[src/rtl/grf_writeback_pkg.sv]
// ----------------------------------------------------------------------------
// mips_defs
// Shared encodings for the MIPS write-back stage.
//   WBSEL_* : result source select carried with each instruction
//   LD_*    : load width / signedness carried with each load
// ----------------------------------------------------------------------------
package mips_defs;

    // Result source for the GRF write data.
    localparam logic [1:0] WBSEL_ALU  = 2'd0;
    localparam logic [1:0] WBSEL_LOAD = 2'd1;
    localparam logic [1:0] WBSEL_LINK = 2'd2;
    // 2'd3 is reserved and falls back to the ALU result.

    // Load types; any other code behaves as a full-word load.
    localparam logic [2:0] LD_LW  = 3'd0;
    localparam logic [2:0] LD_LH  = 3'd1;
    localparam logic [2:0] LD_LHU = 3'd2;
    localparam logic [2:0] LD_LB  = 3'd3;
    localparam logic [2:0] LD_LBU = 3'd4;

    // JAL/JALR link address is the instruction after the delay slot.
    localparam int LINK_OFFSET = 8;

endpackage

[src/rtl/grf_writeback_load_ext.sv]
// ----------------------------------------------------------------------------
// load_ext
// Combinational sub-word load alignment and extension (little-endian,
// byte 0 = rdata[7:0]).
//   rdata   in  W   raw data-memory word
//   addr_lo in  2   low address bits of the load
//   ldtype  in  3   LW/LH/LHU/LB/LBU (unknown codes act as LW)
//   data    out W   aligned, sign/zero-extended result
// ----------------------------------------------------------------------------
module load_ext
    import mips_defs::*;
#(
    parameter int W = 32
) (
    input  logic [W-1:0] rdata,
    input  logic [1:0]   addr_lo,
    input  logic [2:0]   ldtype,
    output logic [W-1:0] data
);

    logic [7:0]  byte_lane [4];
    logic [15:0] half_lane [2];

    generate
        for (genvar gi = 0; gi < 4; gi++) begin : g_byte
            assign byte_lane[gi] = rdata[8*gi +: 8];
        end
        for (genvar gi = 0; gi < 2; gi++) begin : g_half
            assign half_lane[gi] = rdata[16*gi +: 16];
        end
    endgenerate

    logic [7:0]  sel_byte;
    logic [15:0] sel_half;

    // Halfword loads select on addr_lo[1] only; an unaligned addr_lo[0]
    // is ignored rather than trapped here.
    assign sel_byte = byte_lane[addr_lo];
    assign sel_half = half_lane[addr_lo[1]];

    always_comb begin
        data = rdata;
        case (ldtype)
            LD_LH:   data = {{(W-16){sel_half[15]}}, sel_half};
            LD_LHU:  data = {{(W-16){1'b0}},         sel_half};
            LD_LB:   data = {{(W-8){sel_byte[7]}},   sel_byte};
            LD_LBU:  data = {{(W-8){1'b0}},          sel_byte};
            default: data = rdata;
        endcase
    end

endmodule

[src/rtl/grf_writeback.sv]
// ----------------------------------------------------------------------------
// grf_writeback
// MIPS WB stage: MEM/WB pipeline register, result selection and the GRF
// write port, plus the WB forwarding source and a retired-instruction count.
//   clk, reset                 clock (rising edge), async active-low reset
//   stall / flush              hold WB contents / insert a bubble (flush wins)
//   mem_valid .. mem_ldtype    instruction fields from the MEM stage
//   A3, WD3, WE3, PC           GRF write address/data/enable and trace PC
//   fwd_valid, fwd_rd, fwd_data  forwarding source for the hazard unit
//   instret                    count of retired instructions (wraps)
// ----------------------------------------------------------------------------
module grf_writeback
    import mips_defs::*;
#(
    parameter int PC_W  = 32,
    parameter int CNT_W = 32
) (
    input  logic              clk,
    input  logic              reset,
    input  logic              stall,
    input  logic              flush,
    input  logic              mem_valid,
    input  logic [PC_W-1:0]   mem_pc,
    input  logic              mem_regwrite,
    input  logic [4:0]        mem_rd,
    input  logic [1:0]        mem_wbsel,
    input  logic [PC_W-1:0]   mem_alu,
    input  logic [PC_W-1:0]   mem_rdata,
    input  logic [2:0]        mem_ldtype,
    output logic [4:0]        A3,
    output logic [PC_W-1:0]   WD3,
    output logic              WE3,
    output logic [PC_W-1:0]   PC,
    output logic              fwd_valid,
    output logic [4:0]        fwd_rd,
    output logic [PC_W-1:0]   fwd_data,
    output logic [CNT_W-1:0]  instret
);

    // ------------------------------------------------------------------
    // WB register state
    // ------------------------------------------------------------------
    logic              wb_valid_reg,    wb_valid_next;
    logic [PC_W-1:0]   wb_pc_reg,       wb_pc_next;
    logic              wb_regwrite_reg, wb_regwrite_next;
    logic [4:0]        wb_rd_reg,       wb_rd_next;
    logic [1:0]        wb_wbsel_reg,    wb_wbsel_next;
    logic [PC_W-1:0]   wb_alu_reg,      wb_alu_next;
    logic [PC_W-1:0]   wb_rdata_reg,    wb_rdata_next;
    logic [2:0]        wb_ldtype_reg,   wb_ldtype_next;
    // Set once the held instruction has had its one write/retire cycle, so a
    // stall does not repeat the GRF write or the count.
    logic              written_reg,     written_next;
    logic [CNT_W-1:0]  instret_reg,     instret_next;

    logic              retire;
    logic [PC_W-1:0]   load_data;
    logic [PC_W-1:0]   result;

    always_comb begin
        wb_valid_next    = wb_valid_reg;
        wb_pc_next       = wb_pc_reg;
        wb_regwrite_next = wb_regwrite_reg;
        wb_rd_next       = wb_rd_reg;
        wb_wbsel_next    = wb_wbsel_reg;
        wb_alu_next      = wb_alu_reg;
        wb_rdata_next    = wb_rdata_reg;
        wb_ldtype_next   = wb_ldtype_reg;
        written_next     = written_reg;

        if (flush) begin
            wb_valid_next = 1'b0;
            written_next  = 1'b0;
        end else if (stall) begin
            // A bubble being held never counts as written.
            written_next  = wb_valid_reg;
        end else begin
            wb_valid_next    = mem_valid;
            wb_pc_next       = mem_pc;
            wb_regwrite_next = mem_regwrite;
            wb_rd_next       = mem_rd;
            wb_wbsel_next    = mem_wbsel;
            wb_alu_next      = mem_alu;
            wb_rdata_next    = mem_rdata;
            wb_ldtype_next   = mem_ldtype;
            written_next     = 1'b0;
        end
    end

    always_ff @(posedge clk or negedge reset) begin
        if (!reset) begin
            wb_valid_reg    <= 1'b0;
            wb_pc_reg       <= '0;
            wb_regwrite_reg <= 1'b0;
            wb_rd_reg       <= '0;
            wb_wbsel_reg    <= '0;
            wb_alu_reg      <= '0;
            wb_rdata_reg    <= '0;
            wb_ldtype_reg   <= '0;
            written_reg     <= 1'b0;
        end else begin
            wb_valid_reg    <= wb_valid_next;
            wb_pc_reg       <= wb_pc_next;
            wb_regwrite_reg <= wb_regwrite_next;
            wb_rd_reg       <= wb_rd_next;
            wb_wbsel_reg    <= wb_wbsel_next;
            wb_alu_reg      <= wb_alu_next;
            wb_rdata_reg    <= wb_rdata_next;
            wb_ldtype_reg   <= wb_ldtype_next;
            written_reg     <= written_next;
        end
    end

    // ------------------------------------------------------------------
    // Retired-instruction counter. The count is taken during the single
    // fresh cycle of each instruction, so a later flush cannot undo it.
    // ------------------------------------------------------------------
    assign retire = wb_valid_reg & ~written_reg;

    always_comb begin
        instret_next = instret_reg;
        if (retire) begin
            instret_next = instret_reg + CNT_W'(1);
        end
    end

    always_ff @(posedge clk or negedge reset) begin
        if (!reset) begin
            instret_reg <= '0;
        end else begin
            instret_reg <= instret_next;
        end
    end

    // ------------------------------------------------------------------
    // Result selection
    // ------------------------------------------------------------------
    load_ext #(
        .W (PC_W)
    ) u_load_ext (
        .rdata   (wb_rdata_reg),
        .addr_lo (wb_alu_reg[1:0]),
        .ldtype  (wb_ldtype_reg),
        .data    (load_data)
    );

    always_comb begin
        result = wb_alu_reg;
        case (wb_wbsel_reg)
            WBSEL_LOAD: result = load_data;
            WBSEL_LINK: result = wb_pc_reg + PC_W'(LINK_OFFSET);
            default:    result = wb_alu_reg;
        endcase
    end

    // ------------------------------------------------------------------
    // Outputs
    // ------------------------------------------------------------------
    assign A3        = wb_rd_reg;
    assign WD3       = result;
    assign PC        = wb_pc_reg;
    // rd==0 still pulses the write port; the GRF drops it.
    assign WE3       = wb_valid_reg & wb_regwrite_reg & ~written_reg;
    // Forwarding stays valid for the whole time the producer sits in WB.
    assign fwd_valid = wb_valid_reg & wb_regwrite_reg & (wb_rd_reg != 5'd0);
    assign fwd_rd    = wb_rd_reg;
    assign fwd_data  = result;
    assign instret   = instret_reg;

endmodule

[config.mk]
export PLATFORM = sky130hd
export DESIGN_NAME = grf_writeback
export DESIGN_NICKNAME = d
export VERILOG_FILES = /design/src/rtl/grf_writeback_pkg.sv /design/src/rtl/grf_writeback_load_ext.sv /design/src/rtl/grf_writeback.sv
export SDC_FILE = /design/constraint.sdc
export NUM_CORES = 1
export LEC_CHECK = 0
export CAP_MARGIN = 5
export CELL_PAD_IN_SITES_DETAIL_PLACEMENT = 1
export CELL_PAD_IN_SITES_GLOBAL_PLACEMENT = 1
export CORE_ASPECT_RATIO = 0.9
export CORE_MARGIN = 10
export CORE_UTILIZATION = 36
export CTS_CLUSTER_DIAMETER = 120
export DETAILED_ROUTE_END_ITERATION = 10
export HOLD_SLACK_MARGIN = 0.15
export PLACE_DENSITY = 0.87
export SYNTH_ARGS = -nofsm -noshare
export SYNTH_HDL_FRONTEND = slang
export SYNTH_SLANG_ARGS = --single-unit
[constraint.sdc]
create_clock -name clk -period 2.8 [get_ports clk]
set_input_delay 0.56 -clock clk [delete_from_list [all_inputs] [get_ports clk]]
set_output_delay 0.56 -clock clk [all_outputs]
set_load 0.05 [all_outputs]
# After elaboration in Yosys (flattened, before gate mapping)

Cells that the tools add are included.

Flip-flop bits (word level): 141
Latch bits: 0
Memory bits (writable): 0
Memory bits (read-only): 0
Bits of input ports: 112
Logic and storage cells: 44
Memories: 0

Add/sub/neg operators: 2
Multiply operators: 0
Div/mod/pow operators: 0
Magnitude comparators: 2
Equal/unequal tests: 7
Shift operators: 0
Mux-type cells: 12
Bitwise gates (word level): 9
Reduce and logical (&&, ||, !) cells: 2

Operators with widths:

| kind                  | count |
|---|---|
| $pmux 32 s4           | 1 |
| $pmux 32 s2           | 1 |
| $mux 16               | 3 |
| $add 32x1->32 const B | 1 |
| $add 32x4->32 const B | 1 |
| $bmux 8 s2            | 1 |
| $mux 8                | 2 |
| $eq 3x2->1 const B    | 2 |
| $reduce_bool 5->1     | 1 |
| $and 1x1->1           | 4 |
| $mux 1                | 4 |
| $eq 3x1->1 const B    | 1 |
| $eq 3x3->1 const B    | 1 |
| $ge 3x3->1 const B    | 1 |
| $not 1->1             | 3 |
| $not 2->3             | 1 |
| $eq 2x1->1 const B    | 1 |
| $eq 2x2->1 const B    | 1 |
| $ge 2x2->1 const B    | 1 |
| $ne 2x1->1 const B    | 1 |
| $not 1->2             | 1 |
| $reduce_and 2->1      | 1 |

# Longest topological paths before layout

Word-level depth: 6
Gate-level depth with buffers: 10

# Cells and area by module

A second synthesis with hierarchy kept.

Cells, all modules: 725
Area total of the unflattened synthesis: 7,808.7 µm²

Modules (own cells, without submodules):

| module        | instances | cells each | area an instance (µm²) |
|---|---|---|---|
| grf_writeback | 1         | 605        | 6,965.4 |
| load_ext      | 1         | 120        | 843.3 |

# Worst setup path after synthesis

No wires, ideal clock.

Kind: register -> output
Start point: reg wb_pc_reg[5], in the netlist PC[5]
End point: out fwd_data[20]
Arrival time: 3,085 ps
Required time: 2,240 ps
Path slack: -845 ps
Stages on the path, launching flop included: 7
Path buffers: 1
Cell sequence: dfrtp_1 > nand4_4 > nor2_1 > nand4_1 > xor2_1 > o21ai_0 > buf_4

Cells in the longest elaborated chain, start to end: 2

Ends and longest elaborated chain:

| element                | RTL line             | text |
|---|---|---|
| from (decl)            | grf_writeback.sv:44  | `logic [PC_W-1:0] wb_pc_reg, wb_pc_next;` |
| from (signal assigned) | grf_writeback.sv:103 | `wb_pc_reg <= wb_pc_next;` |
| $add 32x4->32          | grf_writeback.sv:151 | `WBSEL_LINK: result = wb_pc_reg + PC_W'(LINK_OFFSET);` |
| $pmux 32 s2            | grf_writeback.sv:149 | `case (wb_wbsel_reg)` |
| to (decl)              | grf_writeback.sv:36  | `output logic [PC_W-1:0] fwd_data,` |

Every way passes these cells.

# Final worst setup path

Start point: reg wb_ldtype_reg[2]
End point: out WD3[3]

Cells in the longest elaborated chain, start to end: 3
Elaborated cells on any way between the ends: 6
Classes of those cells: eq/ne (4); mux (2)

Ends and longest elaborated chain:

| element                            | RTL line                     | text |
|---|---|---|
| from (decl)                        | grf_writeback.sv:50          | `logic [2:0] wb_ldtype_reg, wb_ldtype_next;` |
| from (signal assigned)             | grf_writeback.sv:109         | `wb_ldtype_reg <= wb_ldtype_next;` |
| $eq 3x3->1 (tied with other cells) | grf_writeback_load_ext.sv:43 | `case (ldtype)` |
| $pmux 32 s4 (*)                    | grf_writeback_load_ext.sv:43 |  |
| $pmux 32 s2 (*)                    | grf_writeback.sv:149         |  |
| to (decl)                          | grf_writeback.sv:31          | `output logic [PC_W-1:0] WD3,` |

Mark *: on every way between the ends. The rest lies on a longest branch, timed or not.

==> results.md <==
- Status: finished, violations left
- Failing checks: negative setup slack
- Port Buffers: 251
- Synth top area cells: dfrtp_1 45%, mux2_2 14%, buf_4 3.7%
- WHS Path Cells: 1
- Share of cells above drive strength 1: 0.391
- Largest net degree at the start of global routing: 58
- Final setup fails: 60
- Core Region: 21000 µm²
- Final Critical Period: 3.03 ns
- Yosys cell types: 66
- Synthesized area: 7790 µm²
- Worst Skew: 0.0109 ns
- P&R area growth vs syn: 68.6%
- Total congestion overflow: 0
- Root Driver: clkbuf_16
- Synth Area in Adders: 0.00900
- XOR/XNOR Fraction of Synth Area: 0.0675
- Initial DRC Count: 475
- YS warnings: 0
- Die height: 160 µm
- Hold Path End: instret[31]
- CP Class: reg -> out
- Row count: 50
- Starting Density: 0.370
- Worst setup margin: -0.233 ns
- Syn Inst Count: 727
- Simple-Gate Fraction of Synth Area: 0.135
- Register bit count reported by yosys: 141
- Pwr per Cell Area: 791 nW/µm²
- Reg2Reg Depth: 5
- Fin nets: 1123
- Max Clk Rate: 330 MHz
- Yosys top cell area share: 0.453
- Post-DP HPWL: 23.5 mm
- Post-route ant nets: 0
- TritonCTS clock tree: done
- Vias per cell: 5.56
- Worst r2r src: instret[7]
- Syn nets: 843
- Worst vdd ir: 564 µV
- Worst setup EP type: output port
- Clock sink total: 141
- Routed vias: 7259
- Final WL: 34.4 mm
- Min-Delay Path Class: reg -> reg
- First-pass GRT wire length: 49.7 mm
- Die area: 27900 µm²
- Clk pin slew, worst setup/hold paths: 0.07 ns
- Max_slew headroom: 0.584
- Gpl congestion: 0.858
- Slew Limit Fails: 0
- Startpoint Class: register
- CP Max Fanout: 7
- Post-synth ARST share: 1.00
- GRT Total Usage: 0.229
- Setup_tns: -9.84 ns
- Top FF cell, synth: dfrtp_1
- Period utilization: 1.08
- Hold Fails Final Rpt: 0
- Hold_sp: instret[31]
- Drt drc: 0
- MaxCap Viol Count: 0
- Synth area leader: dfrtp_1
- Clock Path Buffers: 2
- H-Tree Level Count: 4
- Clock buffer count from CTS: 17
- Non-Filler Instances: 1306
- P_leak: 5.23 nW
- Compound-gate portion of the synthesized area: 0.116
- Wirelength per Cell: 26.3 µm
- Placed cells: 1226
- Worst-Skew Late Latency: 0.44 ns
- CP Data Required Time: 2.24 ns
- Worst reg2reg endpoint: instret[31]
- R2R Setup Slk: 0.99 ns
- Avg Cell Area, Syn: 10.7 µm²
- Post-synthesis mux area share: 0.156
- Diode count: 0
- Arrival time of the worst setup path: 2.47 ns
- Sequential area share after synthesis: 0.453
- # IOs: 252
- Vias in the first global route: 7921
- Largest family of logic cells by synthesized area: multiplexers
- Unrepaired setup endpoints after global routing: true
- Tightest Pin Transition: 0.624 ns
- Initial antenna violation count: 2
- Post-synth EDFFs: 0
- Die width: 175 µm
- TritonRoute pass-1 iters: 6
## kinds of logic after synthesis
family / Yosys count
AND/OR/NAND/NOR: 200
buffers and inverters: 85
multiplexers: 108
XOR/XNOR: 60
adder cells (fa/ha/maj): 6
AO/OA/AOI/OAI: 127
flip-flops: 141
## per-layer routing
metal  part of all wire  GRT usage  wire length [µm]  vias to the layer above
li1                   -          -                 -                     3155
met1               0.39      0.266             13300                     3775
met2               0.51      0.386             17600                      282
met3              0.081     0.0838              2780                       43
met4              0.021     0.0678               728                        4
met5            0.00055          0                19                        -
## worst max-delay path, stage by stage (launching register included)
cell	delay, ns
dfrtp_2	0.46
or3b_4	0.45
buf_6	0.14
a21boi_4	0.18
buf_12	0.16
a221oi_4	0.08
o31ai_4	0.34
buf_6	0.21
## through the flow
stage / total power [W] / area (µm²) / utilization / setup slack [ns] / hold slack [ns]
after floorplan: 0.00551 / 8280 / - / -0.163 / 0.264
after global placement: 0.00739 / 11500 / 0.548 / 0.138 / 0.460
after detailed placement: 0.00749 / 11500 / 0.548 / 0.0882 / 0.468
after CTS: 0.0102 / 12800 / 0.607 / -0.169 / 0.479
after global routing: 0.0107 / 13100 / 0.625 / -0.300 / 0.506
final: 0.0104 / 13100 / 0.625 / -0.233 / 0.479
## final cells by class
cell class                      instances  area, µm²
Inverter                               10       42.5
Fill cell                            2106       7890
Timing Repair Buffer                  336       3960
Multi-Input combinational cell        501       4630
Tap cell                              286        358
Clock inverter                         14        151
Sequential cell                       141       3550
Clock buffer                           18        429
## cells in the final DEF, fill, tap and decap left out, types with 3 or more instances in the layout
master           Yosys  layout
mux2i_1              8       8
inv_2                0       3
and4_1               8       8
nor2b_1              6       3
a2bb2oi_2            0       3
a21o_1               4       4
clkinv_4             0       3
xor2_2               0       6
o21ai_0             30      24
inv_8                0       5
nor2_1              37      33
a221oi_2             0       4
buf_12               0      65
inv_1                8       5
o211ai_1             6       6
nor3_1               4       3
o21ai_4              0       7
mux2_2              99      99
inv_6                0       3
xor2_1              30      24
o221ai_4             0      18
dfrtp_1            141     120
clkbuf_16            0      19
nor2_4               0       3
xnor2_1             30      29
and3_1               8       8
a21oi_1             24      20
o31ai_4              0       3
nand4_1             18      18
buf_4               38      54
dfrtp_2              0      21
ha_4                 0       3
a221oi_4             0       3
nand3_1             23      22
a22oi_2              0       3
clkdlybuf4s50_1      0     185
nand2_1             72      69
buf_6                3      27
a222oi_1             3       3
## cell usage after synthesis (9+ instances only)
| cell | n |
|---|---|
| dfrtp_1 | 141 |
| mux2_2 | 99 |
| nand2_1 | 72 |
| buf_4 | 38 |
| nor2_1 | 37 |
| o21ai_0 | 30 |
| xnor2_1 | 30 |
| xor2_1 | 30 |
| a21oi_1 | 24 |
| clkbuf_1 | 23 |
| nand3_1 | 23 |
| nand4_1 | 18 |
| o221ai_1 | 18 |
| buf_2 | 9 |
## worst max path at each step
stage	to	from	cells after the start	slack, ns
after floorplan	fwd_data[0]	wb_ldtype_reg[1]	8	-0.16
after global placement	fwd_data[0]	wb_ldtype_reg[0]	7	0.14
after detailed placement	fwd_data[0]	wb_ldtype_reg[0]	7	0.09
after CTS	WD3[19]	wb_wbsel_reg[0]	8	-0.17
after global routing	fwd_data[17]	wb_alu_reg[0]	6	-0.30
final	WD3[3]	wb_ldtype_reg[2]	7	-0.23
## report_power, final
group	total (W)	internal (W)	leakage, nW	switching (W)
clock	0.00232	0.00126	0.285	0.00106
combinational	0.00539	0.00233	3.24	0.00306
sequential	0.00267	0.00231	1.71	0.000360
total	0.0104	0.00590	5.23	0.00448
## what timing repair did
item                                    CTS  global route
resized for setup                        76            40
hold buffers                              1             0
endpoints found under the setup margin   65            64
pin swaps                                32            28
gates cloned                              1             3
hold endpoints to repair                 37             0
buffers inserted                         30            14
Power figures use the tool's default switching activity.
